## config.mk

```make
export PLATFORM = sky130hd
export DESIGN_NAME = cpu_mem_arbiter
export DESIGN_NICKNAME = d
export VERILOG_FILES = /design/src/rtl/cpu_mem_arbiter.sv
export SDC_FILE = /design/constraint.sdc
export NUM_CORES = 1
export LEC_CHECK = 0
export CORE_ASPECT_RATIO = 1.5
export CORE_MARGIN = 5
export CORE_UTILIZATION = 42
export CTS_CLUSTER_DIAMETER = 200
export DETAILED_ROUTE_END_ITERATION = 7
export GPL_ROUTABILITY_DRIVEN = 1
export PLACE_DENSITY = 0.8
export SLEW_MARGIN = 40
export SYNTH_ARGS = -nofsm -noshare
export SYNTH_HDL_FRONTEND = slang
export SYNTH_SLANG_ARGS = --single-unit
```

## constraint.sdc

```tcl
create_clock -name clk -period 2.2 [get_ports clk]
set_input_delay 0.22 -clock clk [delete_from_list [all_inputs] [get_ports clk]]
set_output_delay 0.22 -clock clk [all_outputs]
set_load 0.1 [all_outputs]
```

## src/rtl/cpu_mem_arbiter.sv

```systemverilog
// Two-port round-robin arbiter in front of a single-beat byte memory.
// One transaction in flight at a time, with ack-wait timeout and a saturating abort counter.
module cpu_mem_arbiter #(
  parameter int ADDRLEN = 20,
  parameter int TIMEOUT = 255
) (
  input  logic               clk,
  input  logic               rst_n,
  input  logic               req0,
  input  logic               we0,
  input  logic [ADDRLEN-1:0] addr0,
  input  logic [7:0]         wdata0,
  output logic               done0,
  output logic               err0,
  output logic [7:0]         rdata0,
  input  logic               req1,
  input  logic               we1,
  input  logic [ADDRLEN-1:0] addr1,
  input  logic [7:0]         wdata1,
  output logic               done1,
  output logic               err1,
  output logic [7:0]         rdata1,
  output logic               mem_req,
  output logic               mem_we,
  output logic [ADDRLEN-1:0] mem_addr,
  output logic [7:0]         mem_wdata,
  input  logic               mem_ack,
  input  logic [7:0]         mem_rdata,
  output logic               busy,
  output logic               owner,
  output logic [7:0]         timeouts
);

  // Wait counter only ever holds 0..TIMEOUT-1, the abort fires on its last value.
  localparam int CW = (TIMEOUT > 2) ? $clog2(TIMEOUT) : 1;
  localparam logic [CW-1:0] WAIT_LAST = CW'(TIMEOUT - 1);

  typedef enum logic {IDLE, BUSY} state_t;

  state_t          state, next_state;
  logic            last_served;
  logic [CW-1:0]   wait_cnt;
  logic            grant;
  logic            grant_port;
  logic            complete;
  logic            abort;

  always_ff @(posedge clk or negedge rst_n) begin
    if (!rst_n) state <= IDLE;
    else        state <= next_state;
  end

  // NOTE: every always_comb output gets a default first so no path leaves it unassigned (no latch).
  always_comb begin
    next_state = state;
    grant      = 1'b0;
    grant_port = 1'b0;
    complete   = 1'b0;
    abort      = 1'b0;
    case (state)
      IDLE: begin
        if (req0 || req1) begin
          grant      = 1'b1;
          grant_port = (req0 && req1) ? ~last_served : req1;
          next_state = BUSY;
        end
      end
      BUSY: begin
        // An ack landing on the final wait cycle beats the abort.
        if (mem_ack) begin
          complete   = 1'b1;
          next_state = IDLE;
        end else if (wait_cnt == WAIT_LAST) begin
          complete   = 1'b1;
          abort      = 1'b1;
          next_state = IDLE;
        end
      end
      default: next_state = IDLE;
    endcase
  end

  // NOTE: sequential state uses non-blocking assignments so all registers update from pre-edge values.
  always_ff @(posedge clk or negedge rst_n) begin
    if (!rst_n) begin
      mem_req     <= 1'b0;
      mem_we      <= 1'b0;
      mem_addr    <= '0;
      mem_wdata   <= 8'h00;
      done0       <= 1'b0;
      done1       <= 1'b0;
      err0        <= 1'b0;
      err1        <= 1'b0;
      rdata0      <= 8'h00;
      rdata1      <= 8'h00;
      owner       <= 1'b0;
      last_served <= 1'b1;
      timeouts    <= 8'h00;
      wait_cnt    <= '0;
    end else begin
      done0 <= 1'b0;
      done1 <= 1'b0;
      err0  <= 1'b0;
      err1  <= 1'b0;

      if (grant) begin
        owner     <= grant_port;
        mem_req   <= 1'b1;
        mem_we    <= grant_port ? we1    : we0;
        mem_addr  <= grant_port ? addr1  : addr0;
        mem_wdata <= grant_port ? wdata1 : wdata0;
        wait_cnt  <= '0;
      end

      if (state == BUSY && !complete) wait_cnt <= wait_cnt + CW'(1);

      if (complete) begin
        mem_req     <= 1'b0;
        last_served <= owner;
        if (owner) done1 <= 1'b1;
        else       done0 <= 1'b1;
        if (abort) begin
          if (owner) err1 <= 1'b1;
          else       err0 <= 1'b1;
          if (timeouts != 8'hFF) timeouts <= timeouts + 8'd1;
          if (!mem_we) begin
            if (owner) rdata1 <= 8'hFF;
            else       rdata0 <= 8'hFF;
          end
        end else if (!mem_we) begin
          if (owner) rdata1 <= mem_rdata;
          else       rdata0 <= mem_rdata;
        end
      end
    end
  end

  assign busy = (state == BUSY);

endmodule
```

==> results of run 1 <==
stage by stage:
stage | setup slack (ns) | utilization | hold slack [ns] | total power, mW
after global placement | 0.402 | 0.599 | 0.214 | 6.44
after global routing | 0.200 | 0.630 | 0.412 | 7.82
after CTS | 0.376 | 0.630 | 0.390 | 7.56
final | 0.384 | 0.630 | 0.383 | 7.49
after floorplan | 0.0439 | - | -0.0756 | 5.41
after detailed placement | 0.362 | 0.599 | 0.219 | 6.50
layout make-up:
| cell class | instances | area [um2] | share of cell area |
|---|---|---|---|
| Clock buffer | 11 | 151 | 0.0337 |
| Clock inverter | 5 | 58.8 | 0.0131 |
| Inverter | 4 | 15.0 | 0.00334 |
| Multi-Input combinational cell | 191 | 1220 | 0.271 |
| Sequential cell | 69 | 1730 | 0.385 |
| Tap cell | 80 | 100 | 0.0223 |
| Timing Repair Buffer | 138 | 1220 | 0.272 |
sequential cells by signal (all words and copies together) (netlist names):
register     cells
mem_req          1
timeouts         8
mem_we           1
err0             1
rdata0           8
busy             1
owner            1
err1             1
done1            1
done0            1
wait_cnt         8
mem_wdata        8
rdata1           8
mem_addr        20
last_served      1
worst min-delay path by stage:
stage	slack, ns	start	to
2_1_floorplan	-0.08	rst_n	busy
3_3_place_gp	0.21	rst_n	timeouts[7]
3_5_place_dp	0.22	rst_n	timeouts[7]
4_1_cts	0.39	rst_n	timeouts[7]
5_1_grt	0.41	rst_n	timeouts[7]
6_report	0.38	rst_n	timeouts[6]
placed cells by master, fill, tap and decap left out, types with 2 or more instances in the layout:
master            n
a2bb2oi_1         8
and3_1            2
buf_4            66
clkbuf_8         11
clkdlybuf4s50_1  69
clkinvlp_4        2
dfrtp_1          68
ha_1              3
inv_1             4
mux2_2            5
mux2i_1           4
nand2_1          39
nand3_1          11
nand3b_1          2
nand4_1           4
nor2_1           17
nor2_2            2
nor3_1            3
o21ai_0          33
o22ai_1          29
o32a_1            8
xor2_1            4
worst register-to-register path: stages, from the launching register on:
cell and delay (ns):
dfrtp_1 0.43, inv_1 0.08, ha_1 0.14, and3_1 0.31, a21oi_2 0.13, nor2b_1 0.45, a2bb2oi_1 0.21
layer usage:
layer	share of wire	global-route usage	vias up
li1	-	-	1293
met1	0.38	0.196	1240
met2	0.53	0.316	108
met3	0.074	0.0535	11
met4	0.020	0.0826	0
met5	0	0	-
logic make-up (layout without fill, tap and decap cells):
| group | count (synthesis) | after routing | synth area share |
|---|---|---|---|
| simple gates | 88 | 88 | 0.143 |
| compound gates | 87 | 87 | 0.198 |
| flops | 69 | 69 | 0.570 |
| buf+inv | 22 | 158 | 0.0334 |
| mux | 9 | 9 | 0.0318 |
| xor+xnor | 4 | 4 | 0.0115 |
| fa+ha+maj | 3 | 3 | 0.0124 |
synth_stat cells, types with 2 or more instances:
master,number
dfrtp_1,68
nand2_1,39
o21ai_0,33
o22ai_1,29
nor2_1,18
nand3_1,11
clkbuf_1,10
a2bb2oi_1,8
o32a_1,8
buf_2,6
mux2_2,5
inv_1,4
mux2i_1,4
nand4_1,4
xor2_1,4
ha_1,3
nor3_1,3
and3_1,2
nand3b_1,2
power by group:
part / total, mW / internal (mW) / switching (mW) / leakage (nW)
logic: 4.46 / 0.945 / 3.52 / 1.08
registers: 1.98 / 1.69 / 0.290 / 0.857
clock network: 1.05 / 0.585 / 0.465 / 0.102
==> impl_metrics.tcl, run 1 <==
set metrics [dict create \
    h-tree-depth 3 \
    grt_max_degree 44 \
    clockBufferDepth 2 \
    critPathMaxStageDelay_ns 0.45 \
    p_per_area_nw_per_um2 1670 \
    synth_top_area_share 0.561 \
    fp.dieW_um 79.4 \
    area_growth_pct 48.1 \
    synth_edf_count 0 \
    post_cts_buffers 0 \
    ys_seq_area_frac 0.570 \
    io_buffer_count 130 \
    hp-class "in -> async" \
    slew_violations 0 \
    synth_area_leader_cell "dfrtp_1" \
    drc 0 \
    cts_made_buffers 9 \
    cts_hold_buffers 1 \
    cp_cell_sequence "inv_1 > ha_1 > and3_1 > a21oi_2 > nor2b_1 > a2bb2oi_1" \
    r2r_start "wait_cnt[0]" \
    antenna_found_initial 0 \
    crit_cells 6 \
    viasPerCell 5.33 \
    finClkSkew_ns 0.0121 \
    syn_nets 356 \
    ys_ff_latch 69 \
    crit_required_ns 2.46 \
    synthFlopType "dfrtp_1" \
    dr.first_iter.drc_count 87 \
    die_area_um2 9060 \
    yosys_warnings 0 \
    dpl.hpwl_um 5940 \
    yosysUniqueCellTypes 40 \
    cts_root_buf "clkbuf_8" \
    worst_slew_pin_slew_ns 0.532 \
    rsz0062_at_grt "false" \
    start_kind "register" \
    cp-end-kind "register" \
    relSlewSlack 0.645 \
    grt_use_total 0.179 \
    cts.clk_slew.worst_paths_ns 0.08 \
    ir_drop_mv 0.990 \
    rr_endpoint "rdata0[7]" \
    ctsResizeCount 0 \
    core_area_um2 7130 \
    final_area_um2 4490 \
    status "complete, no violations" \
    fin_crit_sh 0.826 \
    max_freq_ghz 0.551 \
    critPathMaxFanout 8 \
    cp_top_family "simple AND/OR/NAND/NOR gates" \
    clkLatencyLatePin_ns 0.34 \
    n_antenna_cell 0 \
    start_util 0.425 \
    path_buf_inv 1 \
    startpoint "wait_cnt[0]" \
    instances_no_fill 498 \
    finalSetupTns_ns 0 \
    die_h_um 114 \
    core.rowCount 38 \
    numClockSinks 69 \
    hold_violations 0 \
    tritoncts "built" \
    setup-violations-final 0 \
    nets 487 \
    period_minus_slack_ns 1.82 \
    avgSynthCellArea_um2 10.8 \
    leakage_nw 2.04 \
    dr.pass1.iters 4 \
    r2r_setup_slack_ns 0.38 \
    num_vias 2652 \
    netlist_area_um2 3030 \
    crit_path_end "rdata0[7]" \
    fillerInstances 590 \
    gr-total-overflow 0 \
    cap_violations 0 \
    grt_pass1_wl_um 12800 \
    place.gp.congestion 0.875 \
    crit_arrival_ns 2.08 \
    placed_area_um2 4270 \
    r2r_cells 6 \
    ys_top_cells_by_area "dfrtp_1 (56%), o22ai_1 (6.0%), o21ai_0 (5.4%), nand2_1 (4.8%), o32a_1 (2.6%)" \
    num_io_pins 131 \
    grt_pass1_vias 2688 \
    routedWlPerCell_um 15.5 \
    routed_wl_um 7740 \
    drive_gt1_frac 0.246 \
    async_flop_share 1.00 \
    cp_slowest_cell "nor2b_1" \
    syn-instance-count 282 \
    place_inst 481 \
    path_class "reg -> reg" \
    ant_nets 0 \
]
Note: power is estimated with default switching activity, not from simulation.
==> run 2, diff against run 1 <==
==> constraint.sdc (replaced) <==
create_clock -name clk -period 1.78 [get_ports clk]
set_input_delay 0.178 -clock clk [delete_from_list [all_inputs] [get_ports clk]]
set_output_delay 0.178 -clock clk [all_outputs]
set_load 0.1 [all_outputs]
==> run 2 against run 1 <==
Net effect:
- combinational power increased by 27%
- die area unchanged
- via count decreased by 0.53%
- wire length decreased by 1.6%
- clock skew decreased by 0.0036 ns
- clock power increased by 17%
- register-to-register slack got worse by 0.24 ns
- global-route usage decreased by 0.053 points
- sequential cell count unchanged
- final cell count increased by 1.4%
- critical path type unchanged
==> impl_metrics.tcl, run 2 (synthesis gave the netlist of run 1 again) <==
set metrics [dict create \
    dr.first_iter.drc_count 85 \
    die_area_um2 9060 \
    path_class "reg -> reg" \
    routedWlPerCell_um 15.1 \
    leakage_nw 2.07 \
    multi_input_area_um2 1220 \
    placed_area_um2 4390 \
    p_int_mw 4.05 \
    met2_usage 0.325 \
    critPathMaxFanout 8 \
    cts.clk_slew.worst_paths_ns 0.07 \
    largest_reg_flops 20 \
    fp.dieW_um 79.4 \
    max_freq_ghz 0.612 \
    tritoncts "built" \
    relSlewSlack 0.713 \
    cts_root_buf "clkbuf_8" \
    viasPerCell 5.22 \
    routed_wl_um 7620 \
    clkLatencyLatePin_ns 0.33 \
    regArea_um2 1740 \
    drc 0 \
    dpl.hpwl_um 5890 \
    clockBufferDepth 2 \
    cts_made_buffers 9 \
    power_frac_seq 0.262 \
    largest_register "mem_addr" \
    h-tree-depth 3 \
    start_util 0.425 \
    antenna_found_initial 0 \
    gr-total-overflow 0 \
    cp-end-kind "register" \
    fin_crit_sh 0.918 \
    cap_violations 0 \
    dr.pass1.iters 4 \
    area_growth_pct 51.4 \
    worst_slew_pin_slew_ns 0.430 \
    start_kind "register" \
    numClockSinks 69 \
    n_antenna_cell 0 \
    hp-class "in -> async" \
    crit_required_ns 2.00 \
    finClkSkew_ns 0.00856 \
    hold_violations 0 \
    grt_pass1_vias 2723 \
    p_switching_mw 5.27 \
    combPwrFrac 0.606 \
    nets 494 \
    rsz0062_at_grt "false" \
    grt_use_total 0.179 \
    ant_nets 0 \
    p_per_area_nw_per_um2 2030 \
    core_area_um2 7130 \
    pwr-share-clk 0.132 \
    fillerInstances 582 \
    grt_max_degree 70 \
    final_area_um2 4590 \
    num_io_pins 131 \
    die_h_um 114 \
    grtUsageMet3 0.0425 \
    grt_pass1_wl_um 12700 \
    io_buffer_count 130 \
    grt.busiest_layer "met2" \
    num_vias 2638 \
    period_minus_slack_ns 1.63 \
    drive_gt1_frac 0.282 \
    setup-violations-final 0 \
    status "complete, no violations" \
    met1_usage 0.193 \
    slew_violations 0 \
    crit_arrival_ns 1.85 \
    mostFrequentLayoutCells "clkdlybuf4s50_1 (69), buf_4 (69), dfrtp_1 (58)" \
    post_cts_buffers 0 \
    final_util 0.644 \
    core.rowCount 38 \
    ir_drop_mv 1.21 \
    place.gp.congestion 0.850 \
    r2r_setup_slack_ns 0.15 \
    swShare 0.566 \
]
## run 2: cell count changes in the layout (fill, tap and decap cells not counted), moves of 2 or more
cell | before | now
dfrtp_1 | 68 | 58
dfrtp_2 | 0 | 10
buf_12 | 1 | 5
buf_4 | 66 | 69
clkbuf_1 | 0 | 2
## run 2: layout make-up
class | instances | share of cell area
Timing Repair Buffer | 145 | 0.288
Inverter | 4 | 0.00327
Clock buffer | 12 | 0.0316
Sequential cell | 69 | 0.379
Tap cell | 80 | 0.0218
Multi-Input combinational cell | 191 | 0.266
Clock inverter | 4 | 0.0104
## run 2: metal layers
metal	vias to the layer above	share of wire
li1	1304	-
met1	1229	0.37
met2	93	0.54
met3	12	0.074
met4	0	0.023
met5	-	0
## run 2: worst max-delay path, stage by stage (launching register included)
cell     delay (ns)
dfrtp_1        0.42
and4_1         0.38
nand3_4        0.16
nor3_2         0.21
mux2_2         0.35
## run 2: power groups by stage
stage / Sequential [mW] / Clock, mW / Combinational, mW
floorplan: 5.92 / 0 / 0.779
global placement: 2.45 / 0 / 5.64
detailed placement: 2.47 / 0 / 5.69
CTS: 2.45 / 1.27 / 5.69
global route: 2.51 / 1.34 / 5.84
finish: 2.44 / 1.23 / 5.65
## run 2: final timing paths
kind | from | endpoint | depth (start not counted)
max | wait_cnt[3] | timeouts[6] | 4
min | rst_n | timeouts[6] | 2
max reg2reg | wait_cnt[3] | timeouts[6] | 4
min reg2reg | mem_addr[2] | mem_addr[2] | 2
max in group asynchronous | rst_n | rdata0[1] | 3
min in group clk | addr0[13] | mem_addr[13] | 3
## run 2: stage by stage
stage	worst slack [ns]	setup TNS [ns]	hold WS, ns	power, mW	std cells
after floorplan	-0.0375	-0.0375	-0.118	6.69	282
after global placement	0.0969	0	0.0981	8.09	488
after detailed placement	0.0593	0	0.0980	8.16	488
after CTS	0.0290	0	0.281	9.40	505
after global routing	0.0326	0	0.293	9.70	505
final	0.146	0	0.274	9.32	505
## run 2: repair_timing
action,4_1_cts,5_1_grt
hold endpoints to repair,11,0
hold buffers,1,0
endpoints found under the setup margin,0,10
resized for setup,0,2
==> run 3, diff against run 2 <==
--- a/config.mk
+++ b/config.mk
@@ -5,13 +5,15 @@
 export SDC_FILE = /design/constraint.sdc
 export NUM_CORES = 1
 export LEC_CHECK = 0
+export ABC_AREA = 1
 export CORE_ASPECT_RATIO = 1.5
 export CORE_MARGIN = 5
-export CORE_UTILIZATION = 42
+export CORE_UTILIZATION = 45
 export CTS_CLUSTER_DIAMETER = 200
 export DETAILED_ROUTE_END_ITERATION = 7
 export GPL_ROUTABILITY_DRIVEN = 1
-export PLACE_DENSITY = 0.8
+export PLACE_DENSITY = 0.83
+export SETUP_SLACK_MARGIN = 0.4
 export SLEW_MARGIN = 40
 export SYNTH_ARGS = -nofsm -noshare
 export SYNTH_HDL_FRONTEND = slang
==> constraint.sdc (replaced) <==
create_clock -name clk -period 2 [get_ports clk]
set_input_delay 0.2 -clock clk [delete_from_list [all_inputs] [get_ports clk]]
set_output_delay 0.2 -clock clk [all_outputs]
set_load 0.1 [all_outputs]
==> run 3 against run 2 <==
Net effect:
- worst setup slack gained 0.19 ns
- global-route usage is 2.6 points higher
- die area decreased by 0.32%
- critical path depth increased by 5
- synthesized cell count increased by 43%
- register-to-register slack improved by 0.19 ns
- clock skew rose by 0.0060 ns
- sequential share of layout area fell by 2.8 points
- critical endpoint is now rdata0[7]
- fmax fell by 1.8%
- final area increased by 8.7%
- power down 10%
==> impl_metrics.tcl, run 3 <==
set metrics [dict create \
    pwr-share-clk 0.140 \
    fillerInstances 560 \
    swShare 0.582 \
    r2r_cells 9 \
    critPathMaxFanout 4 \
    routed_wl_um 9740 \
    grt_pass1_wl_um 14700 \
    path_buf_inv 2 \
    yosysUniqueCellTypes 27 \
    h-tree-depth 3 \
    hold_slack_ns 0.367 \
    antenna_found_initial 0 \
    final_util 0.700 \
    period_minus_slack_ns 1.66 \
    hp-class "in -> async" \
    largest_register "mem_addr" \
    die_h_um 114 \
    drc 0 \
    nets 622 \
    numClockSinks 69 \
    ir_drop_mv 1.18 \
    final_area_um2 4990 \
    relSlewSlack 0.656 \
    setup-violations-final 0 \
    cts.clk_slew.worst_paths_ns 0.09 \
    cap_violations 0 \
    r2r_start "wait_cnt[0]" \
    viasPerCell 5.27 \
    synth_top_area_share 0.526 \
    start_kind "register" \
    ys_top_cells_by_area "dfrtp_1 (53%), nand2_1 (13%), o21ai_0 (8.3%), nand3_1 (6.6%), nor2_1 (5.3%)" \
    synthFlopType "dfrtp_1" \
    path_class "reg -> reg" \
    finalSetupTns_ns 0 \
    syn_nets 476 \
    syn-instance-count 402 \
    synth_edf_count 0 \
    netlist_area_um2 3240 \
    n_antenna_cell 0 \
    fin_crit_sh 0.832 \
    crit_arrival_ns 1.95 \
    instances_no_fill 633 \
    r2r_setup_slack_ns 0.34 \
    critPathMaxStageDelay_ns 0.40 \
    hold_violations 0 \
    gr-total-overflow 0 \
    ant_nets 0 \
    clockBufferDepth 2 \
    finClkSkew_ns 0.0146 \
    synth.most_common_cell "nand2_1" \
    largest_reg_flops 20 \
    cp-end-kind "register" \
    cp_top_family "simple AND/OR/NAND/NOR gates" \
    rr_endpoint "rdata0[7]" \
    cts_made_buffers 9 \
    drive_gt1_frac 0.253 \
    rsz0062_at_grt "true" \
    grt_use_total 0.205 \
    post-place-ws_ns 0.299 \
    avgSynthCellArea_um2 8.05 \
    dr.pass1.iters 4 \
    mostFrequentLayoutCells "nand2_1 (110), buf_4 (72), clkdlybuf4s50_1 (69)" \
    dr.first_iter.drc_count 208 \
    cts_root_buf "clkbuf_8" \
    core_area_um2 7130 \
    num_io_pins 131 \
    total_power_mw 8.38 \
    place.gp.congestion 0.831 \
    async_flop_share 1.00 \
    dpl.hpwl_um 6830 \
    leakage_nw 2.38 \
    num_vias 3333 \
    status "complete, no violations" \
    grt_pass1_vias 3279 \
    io_buffer_count 130 \
    multi_input_area_um2 1450 \
    core.rowCount 38 \
    ys_ff_latch 69 \
    final_common_cell "nand2_1" \
    tritoncts "built" \
    p_int_mw 3.50 \
    routedWlPerCell_um 15.4 \
    fp.dieW_um 79.3 \
    crit_top_cell "nand2_4" \
    p_per_area_nw_per_um2 1680 \
    cp_cell_sequence "inv_2 > ha_4 > nand2_4 > nor2_4 > nand2_4 > a21oi_4 > clkbuf_16 > nand3_2 > nand2_1" \
    grt_max_degree 33 \
    power_frac_seq 0.261 \
    clkLatencyLatePin_ns 0.34 \
    placed_area_um2 4520 \
    regArea_um2 1750 \
    crit_required_ns 2.29 \
    ys_seq_area_frac 0.534 \
    area_growth_pct 54.3 \
    layout_setup_ws_ns 0.336 \
    cp_slowest_cell "dfrtp_1" \
    die_area_um2 9030 \
    slew_violations 0 \
    yosys_warnings 0 \
    ys_top_cells_by_count "nand2_1 (115), dfrtp_1 (68), o21ai_0 (54)" \
    place_inst 606 \
    start_util 0.454 \
    p_switching_mw 4.88 \
    max_freq_ghz 0.601 \
    worst_slew_pin_slew_ns 0.516 \
    combPwrFrac 0.599 \
    synth_area_leader_cell "dfrtp_1" \
]
## run 3: cell types whose count changed after synthesis, moves of 10 or more
cell	previous run	this run
nor2_1	18	46
o21ai_0	33	54
o21ai_1	0	10
nand3_1	11	43
inv_1	4	25
o22ai_1	29	1
nand2_1	39	115
## run 3: repair_timing
| action | CTS | global route |
|---|---|---|
| cloned | 0 | 4 |
| setup endpoints to repair | 29 | 57 |
| hold buffers | 1 | 0 |
| resized for setup | 4 | 24 |
| setup buffers | 1 | 5 |
| hold endpoints to repair | 29 | 0 |
| pin swaps | 1 | 11 |
## run 3: worst max path at each step
stage                start  cells past startpoint  slack [ns]     endpoint
2_1_floorplan  timeouts[0]                      7        0.43  timeouts[4]
3_3_place_gp   wait_cnt[0]                      9        0.39  wait_cnt[3]
3_5_place_dp   wait_cnt[0]                      9        0.30  wait_cnt[0]
4_1_cts        wait_cnt[0]                      9        0.40    rdata0[4]
5_1_grt        wait_cnt[0]                     10        0.27    rdata0[7]
6_report       wait_cnt[0]                      9        0.34    rdata0[7]
## run 3: layer usage
metal,track usage,up-vias,share of wire
met5,0,-,0
met3,0.0529,29,0.071
met4,0.0883,0,0.027
li1,-,1594,-
met1,0.229,1557,0.38
met2,0.364,153,0.52
## run 3: layout make-up
class | count | share of cell area
timing repair buffer | 150 | 0.276
tap | 80 | 0.0200
multi-input combinational | 290 | 0.290
sequential | 69 | 0.351
clock inverter | 6 | 0.0140
clock buffer | 10 | 0.0276
inverter | 28 | 0.0215
## run 3: cells by family after synthesis
group,after synthesis,synth area share
buffers and inverters,43,0.0545
and+or+nand+nor,217,0.284
DFF,69,0.534
adders and majority gates,3,0.0116
xor gates and xnor gates,3,0.00812
AOI/OAI and AO/OA,67,0.109
## run 3: power by group through the flow
stage	Sequential (mW)	Combinational, mW	Clock (mW)
finish	2.19	5.02	1.17
global placement	2.17	4.84	0
detailed placement	2.20	4.88	0
global route	2.25	5.24	1.26
floorplan	5.20	0.681	0
CTS	2.18	4.91	1.20
